### src/rtl/osc_tick_gen_if.sv
// Interface bundling the period-load inputs and the timing outputs of osc_tick_gen.
// Latency: none (wires only); the generator registers every output it drives here.
// Backpressure: none; strobes are fire-and-forget clock enables, PERIOD_LD is a one-cycle pulse.
//
// Signals:
//   PERIOD     programmable strobe period in CLK cycles (0 = disabled)
//   PERIOD_LD  one-cycle load strobe for PERIOD
//   READY      high once the power-on stretch has expired
//   TICK_1MHZ / TICK_1KHZ / TICK_1HZ  cascaded one-cycle enable strobes
//   TICK_PROG  one-cycle strobe every active-period cycles
//   UPTIME_S   seconds since READY rose
// Modports: master = the fabric side that loads periods and consumes ticks,
//           slave  = the tick generator itself.

interface osc_tick_gen_if #(
   parameter int PERIOD_W = 24
);
   logic [PERIOD_W-1:0] PERIOD;
   logic                PERIOD_LD;
   logic                READY;
   logic                TICK_1MHZ;
   logic                TICK_1KHZ;
   logic                TICK_1HZ;
   logic                TICK_PROG;
   logic [31:0]         UPTIME_S;

   modport master (
      output PERIOD, PERIOD_LD,
      input  READY, TICK_1MHZ, TICK_1KHZ, TICK_1HZ, TICK_PROG, UPTIME_S
   );

   modport slave (
      input  PERIOD, PERIOD_LD,
      output READY, TICK_1MHZ, TICK_1KHZ, TICK_1HZ, TICK_PROG, UPTIME_S
   );
endinterface

### src/rtl/osc_tick_gen.sv
// Fabric timing source: POR-stretched READY, cascaded 1 MHz/1 kHz/1 Hz strobes, programmable strobe, uptime.
// Latency: every output is a flop; strobes appear the cycle after their counter reaches terminal count.
// Backpressure: none; strobes are single-cycle enables and cannot be stalled.
//
// Ports:
//   CLK  fabric clock (50 MHz RC oscillator)
//   RST  synchronous active-high reset; clears all counters, the active period and every output
//   bus  osc_tick_gen_if.slave: PERIOD/PERIOD_LD in, READY/TICK_*/UPTIME_S out

module osc_tick_gen #(
   parameter int US_DIV     = 50,
   parameter int MS_DIV     = 1000,
   parameter int S_DIV      = 1000,
   parameter int POR_CYCLES = 1024,
   parameter int PERIOD_W   = 24
) (
   input  logic          CLK,
   input  logic          RST,
   osc_tick_gen_if.slave bus
);

   localparam int POR_W = $clog2(POR_CYCLES + 1);
   localparam int US_W  = $clog2(US_DIV);
   localparam int MS_W  = $clog2(MS_DIV);
   localparam int S_W   = $clog2(S_DIV);

   typedef enum logic {
      S_POR_WAIT = 1'b0,
      S_RUN      = 1'b1
   } state_t;

   state_t              state_q, state_d;
   logic [POR_W-1:0]    por_cnt_q, por_cnt_d;
   logic                run;
   logic                ready_q, ready_d;

   logic [US_W-1:0]     us_cnt_q, us_cnt_d;
   logic [MS_W-1:0]     ms_cnt_q, ms_cnt_d;
   logic [S_W-1:0]      s_cnt_q, s_cnt_d;
   logic                us_wrap, ms_wrap, s_wrap;
   logic                tick_1mhz_q, tick_1mhz_d;
   logic                tick_1khz_q, tick_1khz_d;
   logic                tick_1hz_q, tick_1hz_d;
   logic [31:0]         uptime_q, uptime_d;

   logic [PERIOD_W-1:0] shadow_q, shadow_d;
   logic [PERIOD_W-1:0] active_q, active_d;
   logic [PERIOD_W-1:0] prog_cnt_q, prog_cnt_d;
   logic                prog_immediate, prog_boundary;
   logic                tick_prog_q, tick_prog_d;

   // ---------------------------------------------------------------
   // POR FSM: state register
   // ---------------------------------------------------------------
   always_ff @(posedge CLK) begin
      if (RST) begin
         state_q <= S_POR_WAIT;
      end else begin
         state_q <= state_d;
      end
   end

   // POR FSM: next state. The stretch counter counts every RST=0 edge;
   // the move to RUN happens on the edge after it has seen POR_CYCLES of them,
   // so READY (which mirrors the next state) rises POR_CYCLES edges after release.
   always_comb begin
      state_d   = state_q;
      por_cnt_d = por_cnt_q;
      if (state_q == S_POR_WAIT) begin
         if (por_cnt_q == POR_W'(POR_CYCLES)) begin
            state_d = S_RUN;
         end else begin
            por_cnt_d = por_cnt_q + POR_W'(1);
         end
      end
   end

   // POR FSM: outputs
   always_comb begin
      run     = (state_q == S_RUN);
      ready_d = (state_d == S_RUN);
   end

   // ---------------------------------------------------------------
   // Prescaler cascade. Each level advances only on the wrap pulse of
   // the level below, so coincident strobes line up in the same cycle.
   // ---------------------------------------------------------------
   always_comb begin
      us_wrap  = run && (us_cnt_q == US_W'(US_DIV - 1));
      ms_wrap  = us_wrap && (ms_cnt_q == MS_W'(MS_DIV - 1));
      s_wrap   = ms_wrap && (s_cnt_q == S_W'(S_DIV - 1));

      us_cnt_d = us_cnt_q;
      ms_cnt_d = ms_cnt_q;
      s_cnt_d  = s_cnt_q;
      if (run) begin
         us_cnt_d = us_wrap ? '0 : us_cnt_q + US_W'(1);
      end
      if (us_wrap) begin
         ms_cnt_d = ms_wrap ? '0 : ms_cnt_q + MS_W'(1);
      end
      if (ms_wrap) begin
         s_cnt_d = s_wrap ? '0 : s_cnt_q + S_W'(1);
      end

      tick_1mhz_d = us_wrap;
      tick_1khz_d = ms_wrap;
      tick_1hz_d  = s_wrap;

      // Counts the registered 1 Hz strobe, so it steps on the edge after it.
      uptime_d    = uptime_q + {31'd0, tick_1hz_q};
   end

   // ---------------------------------------------------------------
   // Programmable strobe. The shadow always holds the latest loaded
   // value, so copying it at every boundary both applies pending loads
   // and is a no-op otherwise. A load landing on a boundary is taken
   // directly from the input so the newest value wins.
   // ---------------------------------------------------------------
   always_comb begin
      shadow_d       = bus.PERIOD_LD ? bus.PERIOD : shadow_q;
      prog_immediate = bus.PERIOD_LD && ((active_q == '0) || !run);
      prog_boundary  = run && (active_q != '0) &&
                       (prog_cnt_q == active_q - PERIOD_W'(1));

      active_d   = active_q;
      prog_cnt_d = prog_cnt_q;
      if (prog_immediate) begin
         active_d   = bus.PERIOD;
         prog_cnt_d = '0;
      end else if (prog_boundary) begin
         active_d   = shadow_d;
         prog_cnt_d = '0;
      end else if (run && (active_q != '0)) begin
         prog_cnt_d = prog_cnt_q + PERIOD_W'(1);
      end

      // The completing strobe belongs to the old period.
      tick_prog_d = prog_boundary;
   end

   // ---------------------------------------------------------------
   // Datapath registers
   // ---------------------------------------------------------------
   always_ff @(posedge CLK) begin
      if (RST) begin
         por_cnt_q   <= '0;
         ready_q     <= 1'b0;
         us_cnt_q    <= '0;
         ms_cnt_q    <= '0;
         s_cnt_q     <= '0;
         tick_1mhz_q <= 1'b0;
         tick_1khz_q <= 1'b0;
         tick_1hz_q  <= 1'b0;
         uptime_q    <= '0;
         shadow_q    <= '0;
         active_q    <= '0;
         prog_cnt_q  <= '0;
         tick_prog_q <= 1'b0;
      end else begin
         por_cnt_q   <= por_cnt_d;
         ready_q     <= ready_d;
         us_cnt_q    <= us_cnt_d;
         ms_cnt_q    <= ms_cnt_d;
         s_cnt_q     <= s_cnt_d;
         tick_1mhz_q <= tick_1mhz_d;
         tick_1khz_q <= tick_1khz_d;
         tick_1hz_q  <= tick_1hz_d;
         uptime_q    <= uptime_d;
         shadow_q    <= shadow_d;
         active_q    <= active_d;
         prog_cnt_q  <= prog_cnt_d;
         tick_prog_q <= tick_prog_d;
      end
   end

   assign bus.READY     = ready_q;
   assign bus.TICK_1MHZ = tick_1mhz_q;
   assign bus.TICK_1KHZ = tick_1khz_q;
   assign bus.TICK_1HZ  = tick_1hz_q;
   assign bus.TICK_PROG = tick_prog_q;
   assign bus.UPTIME_S  = uptime_q;

endmodule

### src/flat_wrapper.sv
// flat-port wrapper written by rule: the top's interface ports become plain ports
module osc_tick_gen_flat 
#(
   parameter int US_DIV     = 50,
   parameter int MS_DIV     = 1000,
   parameter int S_DIV      = 1000,
   parameter int POR_CYCLES = 1024,
   parameter int PERIOD_W   = 24
)
  (CLK, RST, bus_PERIOD, bus_PERIOD_LD, bus_READY, bus_TICK_1MHZ, bus_TICK_1KHZ, bus_TICK_1HZ, bus_TICK_PROG, bus_UPTIME_S);
  osc_tick_gen_if #(.PERIOD_W(PERIOD_W)) bus_i ();
  input  logic CLK;
  input  logic RST;
  input wire logic [$bits(bus_i.PERIOD)-1:0] bus_PERIOD;
  input wire logic [$bits(bus_i.PERIOD_LD)-1:0] bus_PERIOD_LD;
  output wire logic [$bits(bus_i.READY)-1:0] bus_READY;
  output wire logic [$bits(bus_i.TICK_1MHZ)-1:0] bus_TICK_1MHZ;
  output wire logic [$bits(bus_i.TICK_1KHZ)-1:0] bus_TICK_1KHZ;
  output wire logic [$bits(bus_i.TICK_1HZ)-1:0] bus_TICK_1HZ;
  output wire logic [$bits(bus_i.TICK_PROG)-1:0] bus_TICK_PROG;
  output wire logic [$bits(bus_i.UPTIME_S)-1:0] bus_UPTIME_S;
  assign bus_i.PERIOD = bus_PERIOD;
  assign bus_i.PERIOD_LD = bus_PERIOD_LD;
  assign bus_READY = bus_i.READY;
  assign bus_TICK_1MHZ = bus_i.TICK_1MHZ;
  assign bus_TICK_1KHZ = bus_i.TICK_1KHZ;
  assign bus_TICK_1HZ = bus_i.TICK_1HZ;
  assign bus_TICK_PROG = bus_i.TICK_PROG;
  assign bus_UPTIME_S = bus_i.UPTIME_S;
  osc_tick_gen #(.US_DIV(US_DIV), .MS_DIV(MS_DIV), .S_DIV(S_DIV), .POR_CYCLES(POR_CYCLES), .PERIOD_W(PERIOD_W)) u_core (.CLK(CLK), .RST(RST), .bus(bus_i));
endmodule
### config.mk
export PLATFORM = sky130hd
export DESIGN_NAME = osc_tick_gen_flat
export DESIGN_NICKNAME = d
export VERILOG_FILES = /design/src/rtl/osc_tick_gen_if.sv /design/src/rtl/osc_tick_gen.sv /design/src/flat_wrapper.sv
export SDC_FILE = /design/constraint.sdc
export NUM_CORES = 1
export LEC_CHECK = 0
export ABC_AREA = 1
export CORE_UTILIZATION = 50
export DETAILED_ROUTE_END_ITERATION = 16
export DONT_BUFFER_PORTS = 1
export MAX_ROUTING_LAYER = met4
export SYNTH_ARGS = -nofsm -noshare
export SYNTH_HDL_FRONTEND = slang
export SYNTH_SLANG_ARGS = --single-unit
export TNS_END_PERCENT = 10
### constraint.sdc
create_clock -name CLK -period 3.9 [get_ports CLK]
set_clock_uncertainty 0.15 [all_clocks]
set_input_delay 0.78 -clock CLK [delete_from_list [all_inputs] [get_ports CLK]]
set_output_delay 0.78 -clock CLK [all_outputs]
set_load 0.02 [all_outputs]
# Word level (Yosys, flattened, before mapping)
# Index checks and enable logic that the tools add are counted.
[classes]
n_addsub = 7
n_eq_ne = 5
n_mux = 8
n_bitwise = 2
n_reduce_logical = 13
[op_table]
columns = ["operator", "count"]
rows = [
  ["two-way mux 24 bit", 3],
  ["adder 32 x 1 -> 32 bit", 1],
  ["adder 24 x 1 -> 24 bit, second input constant", 1],
  ["== test 24 bit", 1],
  ["zero test 24 bit", 1],
  ["nonzero test 24 bit", 1],
  ["subtractor 24 x 1 -> 24 bit, second input constant", 1],
  ["adder 10 x 1 -> 10 bit, second input constant", 2],
  ["== test 10 bit, second input constant", 2],
  ["two-way mux 10 bit", 2],
  ["adder 11 x 1 -> 11 bit, second input constant", 1],
  ["== test 11 bit, second input constant", 1],
  ["adder 6 x 1 -> 6 bit, second input constant", 1],
  ["== test 6 bit, second input constant", 1],
  ["logical AND 1 bit", 6],
  ["two-way mux 6 bit", 1],
  ["OR reduction 3 bit", 1],
  ["two-way mux 1 bit", 2],
  ["NOT 1 bit", 2],
  ["AND reduction 2 bit", 1],
  ["nonzero test 2 bit", 1],
  ["zero test 1 bit", 1],
  ["logical OR 1 bit", 1],
]
[word_totals]
regBits = 146
in_bits = 27
output_inout_bits = 37
wordCells = 48

# Longest topological paths before layout
# Gate-level depths: netlist (run 1).
[depth]
word_depth = 5
mapped_depth = 19

# Worst setup path after synthesis (run 1)
# Ideal clock, no wire load.
[synth_timing]
path_type = "register to register"
from = "reg u_core.tick_1hz_q (netlist: u_core.bus.TICK_1HZ)"
to = "reg u_core.uptime_q[29] (netlist: u_core.bus.UPTIME_S[29])"
arrival_ps = 1971
slack_ps = 1663
path_stages_with_launch = 12
n_path_buf = 0
period_less_slack_ps = 2237
cell_sequence = "dfxtp_1 ha_1 nand3_1 nor2_1 nand3_1 nor2_1 nand2_1 inv_1 nand4_1 nor2_1 nand3_1 o211a_1"
[synth_via]
elab_chain_cells = 1
[synth_lines]
columns = ["item", "line", "text"]
rows = [
  ["start, declared", "osc_tick_gen.sv:43", "logic tick_1hz_q, tick_1hz_d;"],
  ["start signal, assigned", "osc_tick_gen.sv:168", "tick_1hz_q <= tick_1hz_d;"],
  ["adder 32 x 1 -> 32 bit", "osc_tick_gen.sv:111", "uptime_d = uptime_q + {31'd0, tick_1hz_q};"],
  ["end signal, assigned", "osc_tick_gen.sv:169", "uptime_q <= uptime_d;"],
  ["end, declared", "osc_tick_gen.sv:44", "logic [31:0] uptime_q, uptime_d;"],
]
# No other way between the ends.
# A chain may end at the register's enable or synchronous reset.

# Worst setup path in the final report (run 1)
[layout_timing]
from = "reg u_core.active_q[0]"
to = "reg u_core.prog_cnt_q[12]"
[layout_via]
elab_chain_cells = 4
[layout_lines]
columns = ["item", "line", "text"]
rows = [
  ["start, declared", "osc_tick_gen.sv:47", "logic [PERIOD_W-1:0] active_q, active_d;"],
  ["start signal, assigned", "osc_tick_gen.sv:171", "active_q <= active_d;"],
  ["subtractor 24 x 1 -> 24 bit (tied with other cells)", "osc_tick_gen.sv:124", "(prog_cnt_q == active_q - PERIOD_W'(1));"],
  ["== test 24 bit (tied with other cells)", "osc_tick_gen.sv:124", ""],
  ["logical AND 1 bit, on equally long branches", "osc_tick_gen.sv:123, osc_tick_gen.sv:122", ""],
  ["OR reduction 3 bit (no source line)", "-", ""],
  ["end signal, assigned", "osc_tick_gen.sv:172", "prog_cnt_q <= prog_cnt_d;"],
  ["end, declared", "osc_tick_gen.sv:48", "logic [PERIOD_W-1:0] prog_cnt_q, prog_cnt_d;"],
]
# Several ways; a longest one is shown, not always the timed one.

==> flow_summary.json, run 1 <==
{
  "start_kind": "flip-flop",
  "syn_inst": 1142,
  "finalNonFillerCells": 1334,
  "clk_path_buf_depth": 2,
  "clk_pin_slew_ns": 0.06,
  "drt_first_pass_iters": 5,
  "clkSinkCount": 146,
  "crit_path_top_delay_cell": "nand3_2",
  "syn_avg_cell_area_um2": 6.733,
  "portBuffers": 0,
  "arrival_ns": 3.18,
  "grt_max_degree": 57,
  "die_w_um": 126.0,
  "wire_per_inst_um": 12.63,
  "core_area_um2": 14750,
  "avgViaCountPerCell": 5.004,
  "period_share_pct": 76.18,
  "setup_tns_ns": 0,
  "first_global_vias": 6014,
  "slew_headroom_pct": 47.09,
  "rows": 44,
  "insertion_delay_ns": 0.42,
  "nNetsFinal": 1176,
  "post-cts-setup-buffer-count": 0,
  "hold_viol_final": 0,
  "synth_warnings": 0,
  "status": "finished clean",
  "hp-class": "input pin to flip-flop",
  "grt_overflow": 0,
  "mostFrequentLayoutCells": "nand2_1 (241), inv_1 (182), nor2_1 (163)",
  "drc": 0,
  "die_h_um": 126.0,
  "wl_um": 16850,
  "cts_tree": "yes",
  "crit_fanout": 34,
  "dr.first_iter.drc_count": 390,
  "cp_data_required_time_ns": 4.11,
  "post_synth_instance_area_um2": 7689,
  "start_util_pct": 52.11,
  "syn_to_final_growth_pct": 9.520,
  "crit_type": "flip-flop to flip-flop",
  "fin_crit_ns": 2.971,
  "placed_area_um2": 7815,
  "ctsResizeCount": 0,
  "htree_levels": 4,
  "post_synth_num_cell_types": 40,
  "dieArea_um2": 15880,
  "vias": 6675,
  "grt_pass1_wl_um": 29260,
  "yosysSeqAreaShare_pct": 38.01,
  "vdd_drop_max_mv": 0.3240,
  "maxCapViolations": 0,
  "critical-path-max-stage-delay_ns": 0.60,
  "syn-num-nets": 1180,
  "antenna_found_initial": 0,
  "antenna_cells": 0,
  "gp_congestion": 0.8764,
  "setup_viol": 0,
  "final_cell_area_um2": 8421,
  "slew_violations": 0,
  "antenna_left": 0,
  "drive_gt1_share_pct": 6.348,
  "fin_hold_ws_ns": 0.2821,
  "crit_top_cell": "nand2_1",
  "layout_commonest_cell": "nand2_1",
  "numCtsBuffers": 17,
  "grt_use_total_pct": 23.47,
  "worstSetupEndpointType": "flip-flop",
  "p_leak_nw": 3.527,
  "ctsHoldBuffers": 0,
  "cts-root-buf": "clkbuf_16",
  "boundaryPins": 64,
  "dp_hpwl_um": 12490,
  "tightest_slew_ns": 0.7927,
  "timing.fmax_mhz": 336.6,
  "rsz0062_at_grt": "false",
  "crit_chain": "inv_2, ha_1, nand2_4, nor2_8, nand2_2, nor2_2, nand2_1, nand2_1, nand2_1, nand2_1, nor2_1, nand3_2, nand3_2, buf_4, a21oi_2",
  "synth-seq-cells": 146,
  "power_density_nw_per_um2": 422.3,
  "dp.cells": 1303
}
routing by layer:
| layer | up-vias | wire length (um) | GRT usage [%] |
|---|---|---|---|
| met5 | - | 0 | - |
| met4 | 0 | 178 | 7.371 |
| met3 | 11 | 826 | 3.993 |
| met2 | 124 | 6754 | 32.63 |
| met1 | 2928 | 9093 | 34.24 |
| li1 | 3612 | - | - |
metrics by stage:
step,worst slack [ns],total power [mW],util (%)
CTS,0.9048,3.591,57.07
global route,0.5807,3.708,57.07
detailed placement,0.8891,1.920,52.97
floorplan,1.663,1.866,-
finish,0.9289,3.556,57.07
global placement,1.027,1.918,52.97
area by class of cell:
class / count / area [um2]
Clock buffer: 17 / 425.4
Tap cell: 184 / 230.2
Timing Repair Buffer: 4 / 30.03
Multi-Input combinational cell: 782 / 3929
Fill cell: 1468 / 6334
Inverter: 187 / 703.2
Sequential cell: 146 / 2923
Clock inverter: 14 / 180.2
cells in the mapped netlist:
| library cell | number | area, um2 |
|---|---|---|
| clkinv_2 | 1 | 5.000 |
| nor4_1 | 15 | 93.84 |
| a21oi_2 | 8 | 70.07 |
| nand3_1 | 62 | 310.3 |
| nor3b_1 | 7 | 52.55 |
| nand2_4 | 1 | 11.26 |
| xor2_1 | 31 | 271.5 |
| clkbuf_1 | 15 | 56.30 |
| o21ai_0 | 31 | 155.2 |
| ha_1 | 11 | 137.6 |
| buf_4 | 2 | 15.01 |
| dfxtp_1 | 146 | 2923 |
| or2_1 | 1 | 6.260 |
| o21ai_1 | 2 | 10.01 |
| or2_0 | 1 | 6.260 |
| nand4_1 | 24 | 150.1 |
| xnor2_1 | 14 | 122.6 |
| buf_1 | 5 | 18.77 |
| nor2_2 | 13 | 81.33 |
| inv_2 | 1 | 3.750 |
| nand3_2 | 4 | 40.04 |
| nand2_1 | 241 | 904.6 |
| a21oi_1 | 43 | 215.2 |
| clkinv_1 | 3 | 11.26 |
| buf_6 | 3 | 33.78 |
| a2bb2oi_1 | 1 | 8.760 |
| o21bai_1 | 4 | 30.03 |
| buf_2 | 2 | 10.01 |
| nor3_1 | 67 | 335.3 |
| o31ai_1 | 2 | 15.01 |
| nor2_4 | 3 | 33.78 |
| o211a_1 | 1 | 10.01 |
| or2_2 | 1 | 6.260 |
| nand2_2 | 5 | 31.28 |
| nand3b_1 | 19 | 142.6 |
| inv_1 | 182 | 683.2 |
| nor2_1 | 163 | 611.8 |
| a211oi_1 | 2 | 15.01 |
| nor2_8 | 1 | 20.02 |
| o21a_1 | 4 | 30.03 |
flip-flops by register name, indices dropped and copies added (netlist names), 6 cells and up:
name                 flops
u_core.active_q         24
u_core.bus.UPTIME_S     32
u_core.ms_cnt_q         10
u_core.por_cnt_q        11
u_core.prog_cnt_q       24
u_core.s_cnt_q          10
u_core.shadow_q         24
u_core.us_cnt_q          6
report_power, final:
group          internal [mW]  switching (mW)
sequential              1.54          0.0379
combinational          0.112           0.202
clock                   1.01           0.658
cells by family after synthesis:
family	synth area share [%]
adders and majority gates	1.790
and+or+nand+nor	36.91
AOI/OAI and AO/OA	7.274
xor gates and xnor gates	5.126
buffers and inverters	10.89
DFF	38.01
worst max-delay path, delay by kind of cell, from the launching register on:
| kind | cells | cell delay, ns |
|---|---|---|
| flops | 1 | 0.34 |
| simple gates | 11 | 1.42 |
| compound gates | 1 | 0.12 |
| buf+inv | 2 | 0.60 |
| fa+ha+maj | 1 | 0.26 |
worst paths after layout:
path	startpoint	endpoint	slack, ns	depth (start not counted)
hold / removal	RST	u_core.bus.TICK_1KHZ	0.28	1
setup / recovery	u_core.active_q[0]	u_core.prog_cnt_q[12]	0.93	15
hold reg to reg	u_core.por_cnt_q[10]	u_core.por_cnt_q[10]	0.31	2
setup reg to reg	u_core.active_q[0]	u_core.prog_cnt_q[12]	0.93	15
Power figures use the tool's default switching activity.
==> run 2, diff against run 1 <==
--- a/config.mk
+++ b/config.mk
@@ -10,6 +10,7 @@
 export DETAILED_ROUTE_END_ITERATION = 16
 export DONT_BUFFER_PORTS = 1
 export MAX_ROUTING_LAYER = met4
+export PLACE_DENSITY = 0.68
 export SYNTH_ARGS = -nofsm -noshare
 export SYNTH_HDL_FRONTEND = slang
 export SYNTH_SLANG_ARGS = --single-unit
==> constraint.sdc (replaced) <==
create_clock -name CLK -period 2.5 [get_ports CLK]
set_clock_uncertainty 0.15 [all_clocks]
set_input_delay 0.5 -clock CLK [delete_from_list [all_inputs] [get_ports CLK]]
set_output_delay 0.5 -clock CLK [all_outputs]
set_load 0.02 [all_outputs]
==> run 2 against run 1 <==
Against the previous run: power rose by 55%; critical path depth rose by 2; sequential share of layout area fell by 1.3 points; worst setup slack got worse by 0.75 ns; sequential power rose by 57%; non-clock buffer count rose by 28; register-to-register slack got worse by 0.75 ns; global-route usage fell by 0.39 points.
==> flow_summary.json, run 2 (synthesis results as in run 1) <==
{
  "status": "finished clean",
  "place_ws_ns": 0.09066,
  "seqCellArea_um2": 2925,
  "cts_tree": "yes",
  "maxCapViolations": 0,
  "grtUsageMet3_pct": 3.951,
  "clkSinkCount": 146,
  "crit_type": "flip-flop to flip-flop",
  "drt_first_pass_iters": 5,
  "dieArea_um2": 15880,
  "die_h_um": 126.0,
  "p_seq_share_pct": 44.5,
  "antenna_cells": 0,
  "setup_viol": 0,
  "layout_commonest_cell": "nand2_1",
  "wl_um": 17080,
  "arrival_ns": 2.49,
  "ff2ff_setup_slack_ns": 0.18,
  "start_kind": "flip-flop",
  "multiInputGateArea_um2": 3991,
  "nNetsFinal": 1204,
  "vdd_drop_max_mv": 0.4842,
  "vias": 6872,
  "largest_reg_flops": 32,
  "start_util_pct": 52.11,
  "fillers": 1399,
  "gr-usage-met2_pct": 36.37,
  "dp_hpwl_um": 12040,
  "p_leak_nw": 3.701,
  "slew_headroom_pct": 41.41,
  "tightest_slew_ns": 0.8760,
  "gp_congestion": 0.8689,
  "antenna_found_initial": 0,
  "grt_pass1_wl_um": 28900,
  "share_comb_of_total_power_pct": 9.6,
  "hp-class": "input pin to flip-flop",
  "syn_to_final_growth_pct": 13.72,
  "first_global_vias": 6318,
  "reg2regPathDepth": 17,
  "crit_fanout": 14,
  "fin_crit_ns": 2.325,
  "slew_violations": 0,
  "clk_pin_slew_ns": 0.06,
  "insertion_delay_ns": 0.42,
  "core_area_um2": 14750,
  "regToRegEndpoint": "u_core.prog_cnt_q[19]",
  "avgViaCountPerCell": 5.042,
  "p_sw_mw": 1.399,
  "drive_gt1_share_pct": 8.991,
  "timing.fmax_mhz": 430.2,
  "cp_data_required_time_ns": 2.66,
  "grt_use_total_pct": 23.08,
  "clockPowerShare_pct": 45.9,
  "dr.first_iter.drc_count": 405,
  "grt_overflow": 0,
  "busiest_layer": "met2",
  "power_density_nw_per_um2": 631.8,
  "intPower_mw": 4.124,
  "fin_ws_ns": 0.1754,
  "worstSetupEndpointType": "flip-flop",
  "clk_path_buf_depth": 2,
  "cts-root-buf": "clkbuf_16",
  "reg2reg_from": "u_core.active_q[1]",
  "antenna_left": 0,
  "switching_share_pct": 25.33,
  "wire_per_inst_um": 12.53,
  "die_w_um": 126.0,
  "drc": 0,
  "final_cell_area_um2": 8743,
  "boundaryPins": 64,
  "mostFrequentLayoutCells": "nand2_1 (239), inv_1 (182), nor2_1 (158)",
  "period_share_pct": 92.99,
  "hold_viol_final": 0,
  "placed_area_um2": 7990,
  "rows": 44,
  "hp-start": "RST",
  "htree_levels": 4,
  "grt_max_degree": 35,
  "min_path_cells": 1,
  "portBuffers": 0,
  "met1_usage_pct": 30.34,
  "hold_end": "u_core.shadow_q[17]",
  "numCtsBuffers": 17
}
## run 2: cell types whose count changed in the layout (fill, tap and decap cells not counted), sizes merged
| cell | change |
|---|---|
| inv | -1 |
| clkinv | +1 |
| buf | +23 |
| bufinv | -1 |
| clkinvlp | -2 |
| dlygate4sd3 | +4 |
| clkbuf | +5 |
## run 2: per-layer routing
| layer | up-vias | part of all wire, % |
|---|---|---|
| li1 | 3676 | - |
| met1 | 3079 | 51 |
| met2 | 105 | 45 |
| met3 | 12 | 3.4 |
| met4 | 0 | 0.79 |
| met5 | - | 0 |
## run 2: timing repair
item	CTS	global route
setup buffers	0	3
setup endpoints to repair	0	40
gates resized for setup	0	21
hold buffers	3	1
endpoints found under the hold margin	19	1
## run 2: worst max-delay path by stage
stage | startpoint | to | slack [ns] | cells after the start
after global routing | u_core.active_q[4] | u_core.active_q[18] | -0.03 | 17
after CTS | u_core.active_q[0] | u_core.prog_cnt_q[18] | 0.08 | 15
after floorplan | u_core.bus.TICK_1HZ | u_core.bus.UPTIME_S[29] | 0.26 | 11
after global placement | u_core.active_q[0] | u_core.prog_cnt_q[18] | 0.12 | 15
after detailed placement | u_core.active_q[0] | u_core.prog_cnt_q[18] | 0.09 | 15
final | u_core.active_q[1] | u_core.prog_cnt_q[19] | 0.18 | 17
## run 2: metrics by stage
stage               utilization, %  hold slack, ns  TNS (ns)  std cells  power, mW
floorplan                        -          0.2953         0       1142      2.911
global placement             54.16          0.2996         0       1323      2.989
detailed placement           54.16          0.3000         0       1323      2.996
CTS                          58.34       0.0002212         0       1358      5.545
global route                 59.26        0.006323   -0.1369       1363      5.764
finish                       59.26         0.01784         0       1363      5.524
## run 2: power by group through the flow
stage / Sequential (mW) / Clock [mW] / Combinational (mW)
3_3_place_gp: 2.50 / 0 / 0.487
4_1_cts: 2.45 / 2.58 / 0.509
2_1_floorplan: 2.49 / 0 / 0.424
3_5_place_dp: 2.50 / 0 / 0.493
5_1_grt: 2.47 / 2.69 / 0.609
6_report: 2.46 / 2.54 / 0.528
## run 2: layout make-up
cell class	instances	area share, %
clock buffers	21	5.266
clock inverters	11	1.460
inverters	187	8.042
multi-input cells	782	45.65
flip-flops and latches	146	33.46
well taps	184	2.633
repair buffers	32	3.492
## run 2: critical path, cell delays in order, from the launching register on
cell       delay (ns)
dfxtp_2          0.34
inv_1            0.07
ha_2             0.33
inv_1            0.04
nand2_1          0.05
nand2_1          0.05
nor2_1           0.07
nand3_1          0.06
nor2_1           0.12
nand2_1          0.06
nor2_1           0.10
nand2_1          0.08
nor2_1           0.11
nand3_2          0.11
nand3_4          0.13
buf_12           0.12
clkbuf_16        0.17
nor2_1           0.05
==> run 3, diff against run 2 <==
--- a/config.mk
+++ b/config.mk
@@ -6,6 +6,7 @@
 export NUM_CORES = 1
 export LEC_CHECK = 0
 export ABC_AREA = 1
+export CORE_ASPECT_RATIO = 0.9
 export CORE_UTILIZATION = 50
 export DETAILED_ROUTE_END_ITERATION = 16
 export DONT_BUFFER_PORTS = 1
==> run 3 against run 2 <==
Against the previous run: largest power group unchanged; design area up 0.50%; clock power is 2% lower; power shrank 0.19%; first-iteration DRC count rose by 14%; sequential cell count stayed put; global-route usage is 0.66 points higher; via count grew 1.3%; critical path type unchanged; non-clock buffer count shrank 3.
==> flow_summary.json, run 3 (synthesis results as in run 1) <==
{
  "status": "finished clean",
  "grt_max_degree": 40,
  "slew_violations": 0,
  "die_w_um": 132.7,
  "cts-root-buf": "clkbuf_16",
  "grt_overflow": 0,
  "hp-class": "input pin to flip-flop",
  "clk_pin_slew_ns": 0.06,
  "wl_met1_um": 9236,
  "tightest_slew_ns": 0.7803,
  "cts_tree": "yes",
  "drc": 0,
  "timing.fmax_mhz": 419.8,
  "grt_use_total_pct": 23.74,
  "slew_headroom_pct": 47.81,
  "core_area_um2": 14870,
  "top_layer_used": "met4",
  "fillers": 1408,
  "vias": 6959,
  "antenna_cells": 0,
  "setup_tns_ns": 0,
  "vdd_drop_max_mv": 0.5143,
  "first_global_vias": 6224,
  "cp_data_required_time_ns": 2.67,
  "avgViaCountPerCell": 5.068,
  "wire_per_inst_um": 13.21,
  "numCtsBuffers": 17,
  "rsz0062_at_grt": "true",
  "fin_crit_ns": 2.382,
  "dr_wl_met3_um": 1162,
  "clk_path_buf_depth": 2,
  "antenna_left": 0,
  "insertion_delay_ns": 0.42,
  "nNetsFinal": 1201,
  "drt_first_pass_iters": 5,
  "dp_hpwl_um": 12550,
  "clkSinkCount": 146,
  "hold_viol_final": 0,
  "final_cell_area_um2": 8787,
  "layout_commonest_cell": "nand2_1",
  "start_util_pct": 51.70,
  "largest_reg_flops": 32,
  "syn_to_final_growth_pct": 14.29,
  "wl_met2_um": 7534,
  "dr.first_iter.drc_count": 460,
  "dieArea_um2": 15880,
  "placed_area_um2": 7993,
  "power_density_nw_per_um2": 627.4,
  "mostFrequentLayoutCells": "nand2_1 (239), inv_1 (181), nor2_1 (155)",
  "arrival_ns": 2.55,
  "die_h_um": 119.6,
  "period_share_pct": 95.28,
  "post-cts-setup-buffer-count": 0,
  "wl_um": 18140,
  "worstSetupEndpointType": "flip-flop",
  "power_mw": 5.513,
  "start_kind": "flip-flop",
  "boundaryPins": 64,
  "antenna_found_initial": 0,
  "gp_congestion": 0.9239,
  "maxCapViolations": 0,
  "setup_viol": 0,
  "rows": 42,
  "crit_type": "flip-flop to flip-flop",
  "portBuffers": 0,
  "p_leak_nw": 3.703,
  "crit_fanout": 7,
  "htree_levels": 4,
  "grt_pass1_wl_um": 29450,
  "drive_gt1_share_pct": 9.191
}
[run 3: cell count changes in the layout (fill, tap and decap cells not counted), sizes merged]
| cell | change |
|---|---|
| buf | -4 |
| clkbuf | +3 |
| dlygate4sd3 | -1 |
| inv | -2 |
[run 3: routing by layer]
metal  up-vias  GRT usage (%)
li1       3655              -
met1      3118          33.09
met2       169          34.47
met3        17          5.661
met4         0          5.747
met5         -              -
[run 3: repair_timing]
action,in CTS,in global routing
endpoints found under the setup margin,0,47
hold endpoints to repair,14,3
gates resized for setup,0,29
hold buffers,2,1
[run 3: worst max-delay path, stage by stage, from the launching register on]
cell	delay, ns
dfxtp_1	0.38
nor2_4	0.19
nand2_1	0.15
nor2_2	0.19
nand3_1	0.11
nand2_1	0.12
nand2_1	0.06
nand2_1	0.07
nand2_1	0.05
nor2_1	0.13
nand3_2	0.13
nand3_4	0.20
clkbuf_16	0.20
nand2_1	0.05
nand2_1	0.05
inv_1	0.03
[run 3: path summary, 6_finish.rpt]
path	start	endpoint	slack [ns]	cells past startpoint
hold reg to reg	u_core.por_cnt_q[10]	u_core.por_cnt_q[10]	0.33	2
setup reg to reg	u_core.active_q[8]	u_core.active_q[13]	0.12	15
setup / recovery	u_core.active_q[8]	u_core.active_q[13]	0.12	15
hold / removal	RST	u_core.shadow_q[8]	0.03	1
[run 3: power breakdown]
group / switching [mW] / internal, mW / leakage [nW] / total [mW]
clock network: 0.958 / 1.54 / 0.278 / 2.50
registers: 0.0637 / 2.40 / 1.19 / 2.46
logic: 0.348 / 0.209 / 2.24 / 0.556
total: 1.37 / 4.14 / 3.70 / 5.51
[run 3: layout make-up]
class	count	area, um2	area share [%]
Inverter	187	703.2	8.002
Multi-Input combinational cell	782	4020	45.75
Clock buffer	22	474.2	5.397
Tap cell	198	247.7	2.819
Timing Repair Buffer	29	310.3	3.531
Clock inverter	9	106.4	1.210
Sequential cell	146	2925	33.29
[run 3: metrics by stage]
step | utilization [%] | hold WS (ns) | setup slack, ns | std cells
after CTS | 57.78 | 0.0006113 | 0.1243 | 1368
after global routing | 59.09 | 0.002139 | -0.04145 | 1373
after floorplan | - | 0.2953 | 0.2627 | 1142
after global placement | 53.74 | 0.3006 | 0.1560 | 1335
final | 59.09 | 0.02636 | 0.1179 | 1373
after detailed placement | 53.74 | 0.3102 | 0.1386 | 1335
